File: src/rtl/spi_pkg.sv
// Shared SPI master types: FSM state encoding, SPI mode constants, select-width helper.
package spi_pkg;

    typedef enum logic [1:0] {
        IDLE,
        LEAD,
        SHIFT,
        TRAIL
    } spiState_e;

    // {cpol, cpha}
    localparam logic [1:0] MODE0 = 2'b00;
    localparam logic [1:0] MODE1 = 2'b01;
    localparam logic [1:0] MODE2 = 2'b10;
    localparam logic [1:0] MODE3 = 2'b11;

    function automatic int selWidth(input int numSlaves);
        return (numSlaves > 1) ? $clog2(numSlaves) : 1;
    endfunction

endpackage

File: src/rtl/spi_clkgen.sv
// SCLK timing base: counts CLK_DIV clk cycles per tick and marks leading/trailing SCLK edges.
module spi_clkgen #(
    parameter int CLK_DIV = 2
) (
    input  logic clk,
    input  logic reset,
    input  logic run,
    input  logic shiftEn,
    output logic tick,
    output logic leadEdge,
    output logic trailEdge
);

    localparam int CNT_W = (CLK_DIV > 1) ? $clog2(CLK_DIV) : 1;
    localparam logic [CNT_W-1:0] CNT_LAST = CNT_W'(CLK_DIV - 1);

    logic [CNT_W-1:0] cnt;
    logic             phase;  // 0: the next toggle moves SCLK away from its idle level

    assign tick      = run && (cnt == CNT_LAST);
    assign leadEdge  = tick && shiftEn && !phase;
    assign trailEdge = tick && shiftEn && phase;

    always_ff @(posedge clk or negedge reset) begin
        if (!reset) begin
            cnt   <= '0;
            phase <= 1'b0;
        end else if (!run) begin
            cnt   <= '0;
            phase <= 1'b0;
        end else begin
            cnt <= tick ? '0 : cnt + 1'b1;
            if (!shiftEn) begin
                phase <= 1'b0;
            end else if (tick) begin
                phase <= ~phase;
            end
        end
    end

endmodule

File: src/rtl/spi_master_gen.sv
// Parameterised SPI master: one frame per accepted start, selectable mode, bit order and slave.
module spi_master_gen
    import spi_pkg::*;
#(
    parameter int  DATA_WIDTH = 8,
    parameter int  NUM_SLAVES = 3,
    parameter int  CLK_DIV    = 2,
    localparam int SEL_WIDTH  = selWidth(NUM_SLAVES)
) (
    input  logic                  clk,
    input  logic                  reset,
    input  logic                  start,
    input  logic [SEL_WIDTH-1:0]  slaveSelect,
    input  logic                  cpol,
    input  logic                  cpha,
    input  logic                  lsbFirst,
    input  logic [DATA_WIDTH-1:0] masterDataToSend,
    output logic [DATA_WIDTH-1:0] masterDataReceived,
    output logic                  busy,
    output logic                  done,
    output logic                  selError,
    output logic                  SCLK,
    output logic [NUM_SLAVES-1:0] CS,
    output logic                  MOSI,
    input  logic                  MISO,
    output spiState_e             fsmState
);

    localparam int HC_W = $clog2(2 * DATA_WIDTH);
    localparam logic [HC_W-1:0] LAST_HALF = HC_W'(2 * DATA_WIDTH - 1);

    spiState_e             state;
    logic [NUM_SLAVES-1:0] csN;
    logic                  sclkR, mosiR, busyR, doneR, selErrR;
    logic                  cphaR, lsbR;
    logic [DATA_WIDTH-1:0] txShift, rxShift, rxData;
    logic [HC_W-1:0]       hcnt;
    logic                  tick, leadEdge, trailEdge;
    logic                  selOk, accept, sampleEdge, shiftEdge, nextBit;

    // Handshake: start is a request sampled only while busy is low; it is accepted when the
    // selected slave exists, otherwise selError pulses. busy stays high until the cycle after done.
    assign selOk  = int'(slaveSelect) < NUM_SLAVES;
    assign accept = start && !busyR && selOk;

    assign sampleEdge = cphaR ? trailEdge : leadEdge;
    assign shiftEdge  = cphaR ? leadEdge  : trailEdge;
    assign nextBit    = lsbR ? txShift[0] : txShift[DATA_WIDTH-1];

    spi_clkgen #(
        .CLK_DIV (CLK_DIV)
    ) u_clkgen (
        .clk       (clk),
        .reset     (reset),
        .run       (state != IDLE),
        .shiftEn   (state == SHIFT),
        .tick      (tick),
        .leadEdge  (leadEdge),
        .trailEdge (trailEdge)
    );

    always_ff @(posedge clk or negedge reset) begin
        if (!reset) begin
            state   <= IDLE;
            csN     <= '1;
            sclkR   <= 1'b0;
            mosiR   <= 1'b0;
            busyR   <= 1'b0;
            doneR   <= 1'b0;
            selErrR <= 1'b0;
            cphaR   <= 1'b0;
            lsbR    <= 1'b0;
            txShift <= '0;
            rxShift <= '0;
            rxData  <= '0;
            hcnt    <= '0;
        end else begin
            doneR   <= 1'b0;
            selErrR <= 1'b0;
            case (state)
                IDLE: begin
                    sclkR <= cpol;
                    mosiR <= 1'b0;
                    busyR <= 1'b0;
                    if (accept) begin
                        state   <= LEAD;
                        busyR   <= 1'b1;
                        cphaR   <= cpha;
                        lsbR    <= lsbFirst;
                        hcnt    <= '0;
                        rxShift <= '0;
                        for (int i = 0; i < NUM_SLAVES; i++) begin
                            csN[i] <= (i != int'(slaveSelect));
                        end
                        // cpha=0 presents the first bit as soon as CS falls
                        if (!cpha) begin
                            mosiR   <= lsbFirst ? masterDataToSend[0] : masterDataToSend[DATA_WIDTH-1];
                            txShift <= lsbFirst ? (masterDataToSend >> 1) : (masterDataToSend << 1);
                        end else begin
                            txShift <= masterDataToSend;
                        end
                    end else if (start && !busyR) begin
                        selErrR <= 1'b1;
                    end
                end
                LEAD: begin
                    if (tick) state <= SHIFT;
                end
                SHIFT: begin
                    if (tick) begin
                        sclkR <= ~sclkR;
                        hcnt  <= hcnt + 1'b1;
                        if (hcnt == LAST_HALF) state <= TRAIL;
                        if (sampleEdge) begin
                            rxShift <= lsbR ? {MISO, rxShift[DATA_WIDTH-1:1]}
                                            : {rxShift[DATA_WIDTH-2:0], MISO};
                        end
                        if (shiftEdge) begin
                            mosiR   <= nextBit;
                            txShift <= lsbR ? (txShift >> 1) : (txShift << 1);
                        end
                    end
                end
                TRAIL: begin
                    if (tick) begin
                        state  <= IDLE;
                        csN    <= '1;
                        mosiR  <= 1'b0;
                        doneR  <= 1'b1;
                        rxData <= rxShift;
                    end
                end
                default: state <= IDLE;
            endcase
        end
    end

    assign masterDataReceived = rxData;
    assign busy     = busyR;
    assign done     = doneR;
    assign selError = selErrR;
    assign SCLK     = sclkR;
    assign CS       = csN;
    assign MOSI     = mosiR;
    assign fsmState = state;

endmodule

File: config.mk
export PLATFORM = sky130hd
export DESIGN_NAME = spi_master_gen
export DESIGN_NICKNAME = d
export VERILOG_FILES = /design/src/rtl/spi_pkg.sv /design/src/rtl/spi_clkgen.sv /design/src/rtl/spi_master_gen.sv
export SDC_FILE = /design/constraint.sdc
export NUM_CORES = 1
export LEC_CHECK = 0
export CAP_MARGIN = 20
export CORE_AREA = 2 2 65 92
export CTS_CLUSTER_SIZE = 30
export DETAILED_ROUTE_END_ITERATION = 10
export DIE_AREA = 0 0 67 94
export PLACE_DENSITY = 0.69
export SETUP_SLACK_MARGIN = 0.02
export SLEW_MARGIN = 20
export SYNTH_ARGS = -nofsm -noshare
export SYNTH_HDL_FRONTEND = slang
export SYNTH_SLANG_ARGS = --single-unit
File: constraint.sdc
create_clock -name clk -period 1.9 [get_ports clk]
set_clock_uncertainty 0.1 [all_clocks]
set_input_delay 0.19 -clock clk [delete_from_list [all_inputs] [get_ports clk]]
set_output_delay 0.19 -clock clk [all_outputs]
set_load 0.1 [all_outputs]
---- Word level (Yosys, flattened, before mapping) ----
Cells that the tools add are included.
cells by class
  add/sub/neg operators ................... 2
  $lt $le $gt $ge ......................... 1
  equal/unequal tests ..................... 14
  muxes and demuxes ....................... 47
  bitwise gates (word level) .............. 2
  reductions and logical operators ........ 23
operators with widths
  kind                   number
  $mux W8                10
  $pmux W8 S2            2
  $mux W1                21
  $reduce_and A4 Y1      3
  $mux W2                5
  $ne A2 B2 Y1 const B   5
  $mux W4                2
  $pmux W2 S4            1
  $pmux W4 S2            1
  $reduce_bool A2 Y1     4
  $logic_and A1 B1 Y1    6
  $mux W3                2
  $pmux W3 S2            1
  $reduce_and A2 Y1      3
  $reduce_and A3 Y1      2
  $reduce_and A5 Y1      1
  $add A4 B1 Y4 const B  1
  $eq A2 B2 Y1 const B   2
  $eq A4 B4 Y1 const B   1
  $ne A2 B1 Y1 const B   2
  $ne A2 B2 Y1 const A   2
  $ne A3 B3 Y1 const B   1
  $pmux W1 S3            1
  $reduce_bool A3 Y1     1
  other kinds (7)        9
storage, ports and cells
  bits in registers ....................... 42
  input bits .............................. 17
  output and inout port bits .............. 18
  logic and storage cells ................. 104

---- Longest topological paths before layout ----
  depth after elaboration ................. 8
  gate-level depth with buffers ........... 8

---- Cells and area by module ----
A second synthesis with hierarchy kept.
second synthesis, totals
  cell total of the unflattened synthesis .. 216
  area, all modules ....................... 2,361.0 um^2
modules (own cells, without submodules)
  module          times used  cells each  area an instance (um^2)  sequential area each (um^2)
  spi_master_gen  1           207         2,267.2                  1,004.7
  spi_clkgen      1           9           93.8                     50.0

---- Worst setup path before layout ----
Ideal clock, no wire load.
  kind .................................... reg-to-reg
  start point ............................. register state[0] (netlist: fsmState[0])
  end point ............................... register rxShift[0]
  data arrival time ....................... 2,438 ps
  data required time ...................... 1,675 ps
  path slack .............................. -763 ps
  cell stages (with the launch flop) ...... 9
  buffers on the path ..................... 2
  cell sequence ........................... dfrtp_1 inv_1 ha_1 buf_4 nor2b_4 and2_4 a22o_1 buf_6 mux2_4
between the ends
  cells in the longest elaborated chain, start to end .. 7
  elaborated cells on any way between the ends .. 14
  those cells by class .................... 4 x eq/ne; 2 x mux; 8 x reduce/logical
RTL lines
  item                                    line                                source
  start, declared                         spi_master_gen.sv:32                spiState_e state;
  start signal, assigned                  spi_master_gen.sv:64                state <= IDLE;
  start signal, assigned                  spi_master_gen.sv:86                state <= LEAD;
  start signal, assigned                  spi_master_gen.sv:107               if (tick) state <= SHIFT;
  $reduce_bool A2 Y1                      spi_master_gen.sv:55                .run (state != IDLE),
  $logic_and A1 B1 Y1                     spi_clkgen.sv:20                    assign tick = run && (cnt == CNT_LAST);
  $logic_and A1 B1 Y1                     spi_clkgen.sv:21, spi_clkgen.sv:22
  $logic_and A1 B1 Y1 (on tied branches)  spi_clkgen.sv:21, spi_clkgen.sv:22
  $mux W1                                 spi_master_gen.sv:46                assign sampleEdge = cphaR ? trailEdge : leadEdge;
  $ne A2 B2 Y1 (no line)                  -
  $reduce_and A4 Y1 (no line)             -
  end signal, assigned                    spi_master_gen.sv:115               rxShift <= lsbR ? {MISO, rxShift[DATA_WIDTH-1:1]}
  end, declared                           spi_master_gen.sv:36                logic [DATA_WIDTH-1:0] txShift, rxShift, rxData;
Several ways; a longest one is shown, not always the timed one.
A chain may end at the register's enable or synchronous reset.

---- Worst setup path after layout ----
  start point ............................. register state[1] (netlist: fsmState[1])
  end point ............................... register txShift[2]
between the ends
  cells in the longest elaborated chain, start to end .. 7
  elaborated cells on any way between the ends .. 14
  those cells by class .................... 4 x eq/ne; 2 x mux; 8 x reduce/logical
RTL lines
  item                                    line                                source
  $reduce_bool A2 Y1                      spi_master_gen.sv:55
  $logic_and A1 B1 Y1                     spi_clkgen.sv:20
  $logic_and A1 B1 Y1                     spi_clkgen.sv:21, spi_clkgen.sv:22
  $logic_and A1 B1 Y1 (on tied branches)  spi_clkgen.sv:22, spi_clkgen.sv:21
  $mux W1                                 spi_master_gen.sv:47                assign shiftEdge = cphaR ? leadEdge : trailEdge;
  $ne A2 B2 Y1 (no line)                  -
  $reduce_and A4 Y1 (no line)             -
  end signal, assigned                    spi_master_gen.sv:98                txShift <= lsbFirst ? (masterDataToSend >> 1) : (masterDataToSend << 1);
  end signal, assigned                    spi_master_gen.sv:100               txShift <= masterDataToSend;
  end signal, assigned                    spi_master_gen.sv:120               txShift <= lsbR ? (txShift >> 1) : (txShift << 1);
  end, declared                           spi_master_gen.sv:36
Several ways; a longest one is shown, not always the timed one.

==> results.md <==
* Status: finished with violations
* Failing checks: negative setup slack
* H-tree Lvls at 2
* Layout area overhead at 39.9%
* Critical path class: flip-flop to flip-flop
* # diodes at 0
* Combinational Power Share at 62.4%
* Clock Latency Late Sink at 0.30 ns
* Pre-CTS setup slack at -0.158 ns
* Final setup fails at 6
* Hold Violations, Final at 0
* Final #Nets at 299
* Die Wd at 67 µm
* Asr flop ratio synth at 100%
* Reg power frac at 25.5%
* Distinct cells, synth at 42
* Clock Tree Root: clkbuf_8
* Max Clk Rate at 525 MHz
* Number of flops mapped to enable cells by yosys at 0
* Worst hold path type: primary input to asynchronous set/reset pin
* CTS tree: done
* Power Density at 1770 mW/mm²
* Overall Global Routing Usage at 18.7%
* Vias in the first global route at 1974
* Area after DPL at 0.00308 mm²
* Crit-path max FO at 8
* Sequential share of the synthesized area at 44.2%
* Initial antenna violation count at 0
* Vias per Instance at 5.30
* Reg clk slew, reported paths at 0.08 ns
* Placer Congestion at 0.821
* Drt drc at 0
* Slowest-stage cell, CP: dfrtp_4
* Vias post-DR at 1830
* R2R depth at 8
* Area occupied by registers at 0.00106 mm²
* Post-Syn Area at 0.00238 mm²
* Clock sink count at 42
* Starting density of the core at 43.8%
* Core Util, Final at 61.3%
* Post-synth net total at 233
* Final non-filler cell area at 0.00334 mm²
* Max-slew violations at 0
* FF-to-FF Start: fsmState[1]
* Leak at 1.54 nW
* Most common flop cell mapped by yosys: dfrtp_1
* Avg Cell Area, Syn at 11.4 µm²
* I/O pin cnt at 35
* Area of the multi-input gates at 0.00134 mm²
* CP max stage delay at 0.52 ns
* Die ar. at 0.00630 mm²
* Post-Syn Instances at 210
* Antenna Violating Nets Remaining at 0
* Fin worst setup slack at -0.00645 ns
* Layout cells sized above 1 at 44.4%
* Synth Register Bits at 42
* Critical path, cell by cell: buf_12, inv_6, ha_4, nand3b_1, nor2_2, a21o_1, buf_12, mux2_4
* Global-route wire length before repair at 8960 µm
* P_int at 3.35 mW
* Total CTS buffers at 5
* Crit path required time at 1.99 ns
* Worst-Margin Slew at 0.475 ns
* Min Tclk post-route at 1.91 ns
* Fillcell total at 464
* Reg2reg end: txShift[2]
* Grt ovf at 0
* Switching share of power at 43.3%
* Hpwl dp at 3790 µm
* Worst VDD drop at 1.28 mV
* IO buf count at 34
* NetSw at 2.56 mW
* Worst reg-to-reg setup slack at -0.006 ns
* Clock share of power at 12.0%
* Initial DRC count at 62
* Largest net degree at the start of global routing at 26
* CTS Buffer Depth at 2
* CP dominant cell by count: buf_12
* CP Capture Type: flip-flop
* Tcrit/Tclk final at 100%
* # rows at 32
* Slew HR at 68.3%
* RSZ-0062 raised after global routing: yes
* WL final at 5380 µm
* Die height at 94 µm
* Startpoint types: flip-flop
* Drt pass-1 iters at 4
* Arr. time, crit path at 1.99 ns
* Core box area at 0.00545 mm²
* Final Hold Slack at 0.291 ns
* Drt wl/cell at 15.6 µm
* Number of max-cap violations at 0
* YS warnings at 0
-- area by class of cell --
cell class              count  area share [%]
multi-input cells         150            40.1
inverters                   4           0.675
well taps                  68            2.55
clock buffers               5            2.06
flip-flops and latches     42            31.9
clock inverters             3            1.35
repair buffers             73            21.4
-- critical path: cells and delay by family, from the launching register on --
family	cells	cell delay [ns]
flip-flops	1	0.52
buffers and inverters	3	0.34
multiplexers	1	0.29
AND/OR/NAND/NOR	2	0.21
AO/OA/AOI/OAI	1	0.19
adder cells (fa/ha/maj)	1	0.16
-- cell families after synthesis --
kind of cell,synth area share (%)
compound gates,10.2
xor+xnor,1.47
fa+ha+maj,3.15
buf+inv,3.93
flops,44.2
mux,25.1
simple gates,11.9
-- power by group through the flow --
stage | Clock, mW | Combinational, mW | Sequential, mW
global placement | 0 | 3.30 | 1.51
floorplan | 0 | 1.51 | 2.26
finish | 0.710 | 3.69 | 1.51
detailed placement | 0 | 3.33 | 1.52
global route | 0.765 | 3.94 | 1.55
CTS | 0.741 | 3.47 | 1.50
-- state kept, by name, indices dropped and copies added, names as in the netlist --
register and flops:
CS 3, MOSI 1, SCLK 1, busy 1, cphaR 1, done 1
fsmState 2, hcnt 4, lsbR 1, masterDataReceived 8, rxShift 8, selError 1
txShift 8, u_clkgen.cnt 1, u_clkgen.phase 1
-- cell usage in the layout, fill, tap and decap left out, types with 2 or more instances in the layout --
cell type	synthesis	final
buf_4	3	44
nor3_2	1	2
mux2_4	8	18
nor2b_1	10	10
dfrtp_4	0	2
xnor2_1	3	3
nand2_1	11	11
clkdlybuf4s50_1	0	15
nor3b_1	2	2
o22ai_1	4	3
and2_1	2	2
nor3_1	8	7
o21ai_0	11	10
mux2i_1	14	14
inv_1	4	2
a21oi_1	4	4
dfstp_2	3	3
buf_12	0	9
nand3_1	3	2
a22oi_1	2	2
ha_4	0	2
nor2_1	8	6
ha_1	6	3
a221o_1	4	4
clkinvlp_4	0	2
buf_6	1	2
nor2_2	0	2
mux2_2	30	20
clkbuf_8	0	5
a2bb2oi_1	2	2
dfrtp_1	39	36
-- per-stage QoR --
stage	setup TNS (ns)	std cells	total power, mW
after floorplan	-2.90	210	3.77
after global placement	-0.811	329	4.80
after detailed placement	-1.11	329	4.85
after CTS	-0.120	343	5.71
after global routing	-0.812	345	6.26
final	-0.0158	345	5.91
-- how the worst max path moves through the flow --
stage / slack (ns) / startpoint / depth (start not counted) / endpoint
2_1_floorplan: -0.18 / fsmState[0] / 8 / rxShift[0]
3_5_place_dp: -0.16 / fsmState[0] / 6 / txShift[3]
6_report: -0.006 / fsmState[1] / 8 / txShift[2]
3_3_place_gp: -0.12 / fsmState[0] / 6 / txShift[2]
5_1_grt: -0.06 / fsmState[1] / 8 / txShift[1]
4_1_cts: -0.02 / fsmState[0] / 6 / txShift[2]
-- timing repair --
action	in CTS	in global routing
pin swaps	3	5
hold buffers	1	0
endpoints found under the setup margin	20	26
setup buffers	5	3
resized for setup	6	16
endpoints found under the hold margin	15	0
-- per-layer routing --
| layer | up-vias | share of wire, % | global-route usage, % |
|---|---|---|---|
| met3 | 10 | 2.8 | 3.60 |
| met4 | 0 | 2.3 | 7.48 |
| met2 | 24 | 55 | 33.7 |
| met5 | - | 0 | 0 |
| li1 | 891 | - | - |
| met1 | 905 | 40 | 21.2 |
-- Yosys cell counts (2+ instances only) --
cell type | n | area share, %
mux2_4 | 8 | 5.0
a221o_1 | 4 | 1.7
nor2b_1 | 10 | 2.6
nor3_1 | 8 | 1.7
nor2_1 | 8 | 1.3
buf_2 | 6 | 1.3
a2bb2oi_1 | 2 | 0.73
ha_1 | 6 | 3.1
nand3_1 | 3 | 0.63
clkbuf_1 | 4 | 0.63
nor3b_1 | 2 | 0.63
a22oi_1 | 2 | 0.63
a22o_1 | 2 | 0.73
and2_1 | 2 | 0.52
dfrtp_1 | 39 | 41
xnor2_1 | 3 | 1.1
inv_1 | 4 | 0.63
o22ai_1 | 4 | 1.0
dfstp_2 | 3 | 3.3
o21ai_0 | 11 | 2.3
nand2_1 | 11 | 1.7
a21oi_1 | 4 | 0.84
mux2i_1 | 14 | 5.9
buf_4 | 3 | 0.94
mux2_2 | 30 | 14
Power figures use the tool's default switching activity.
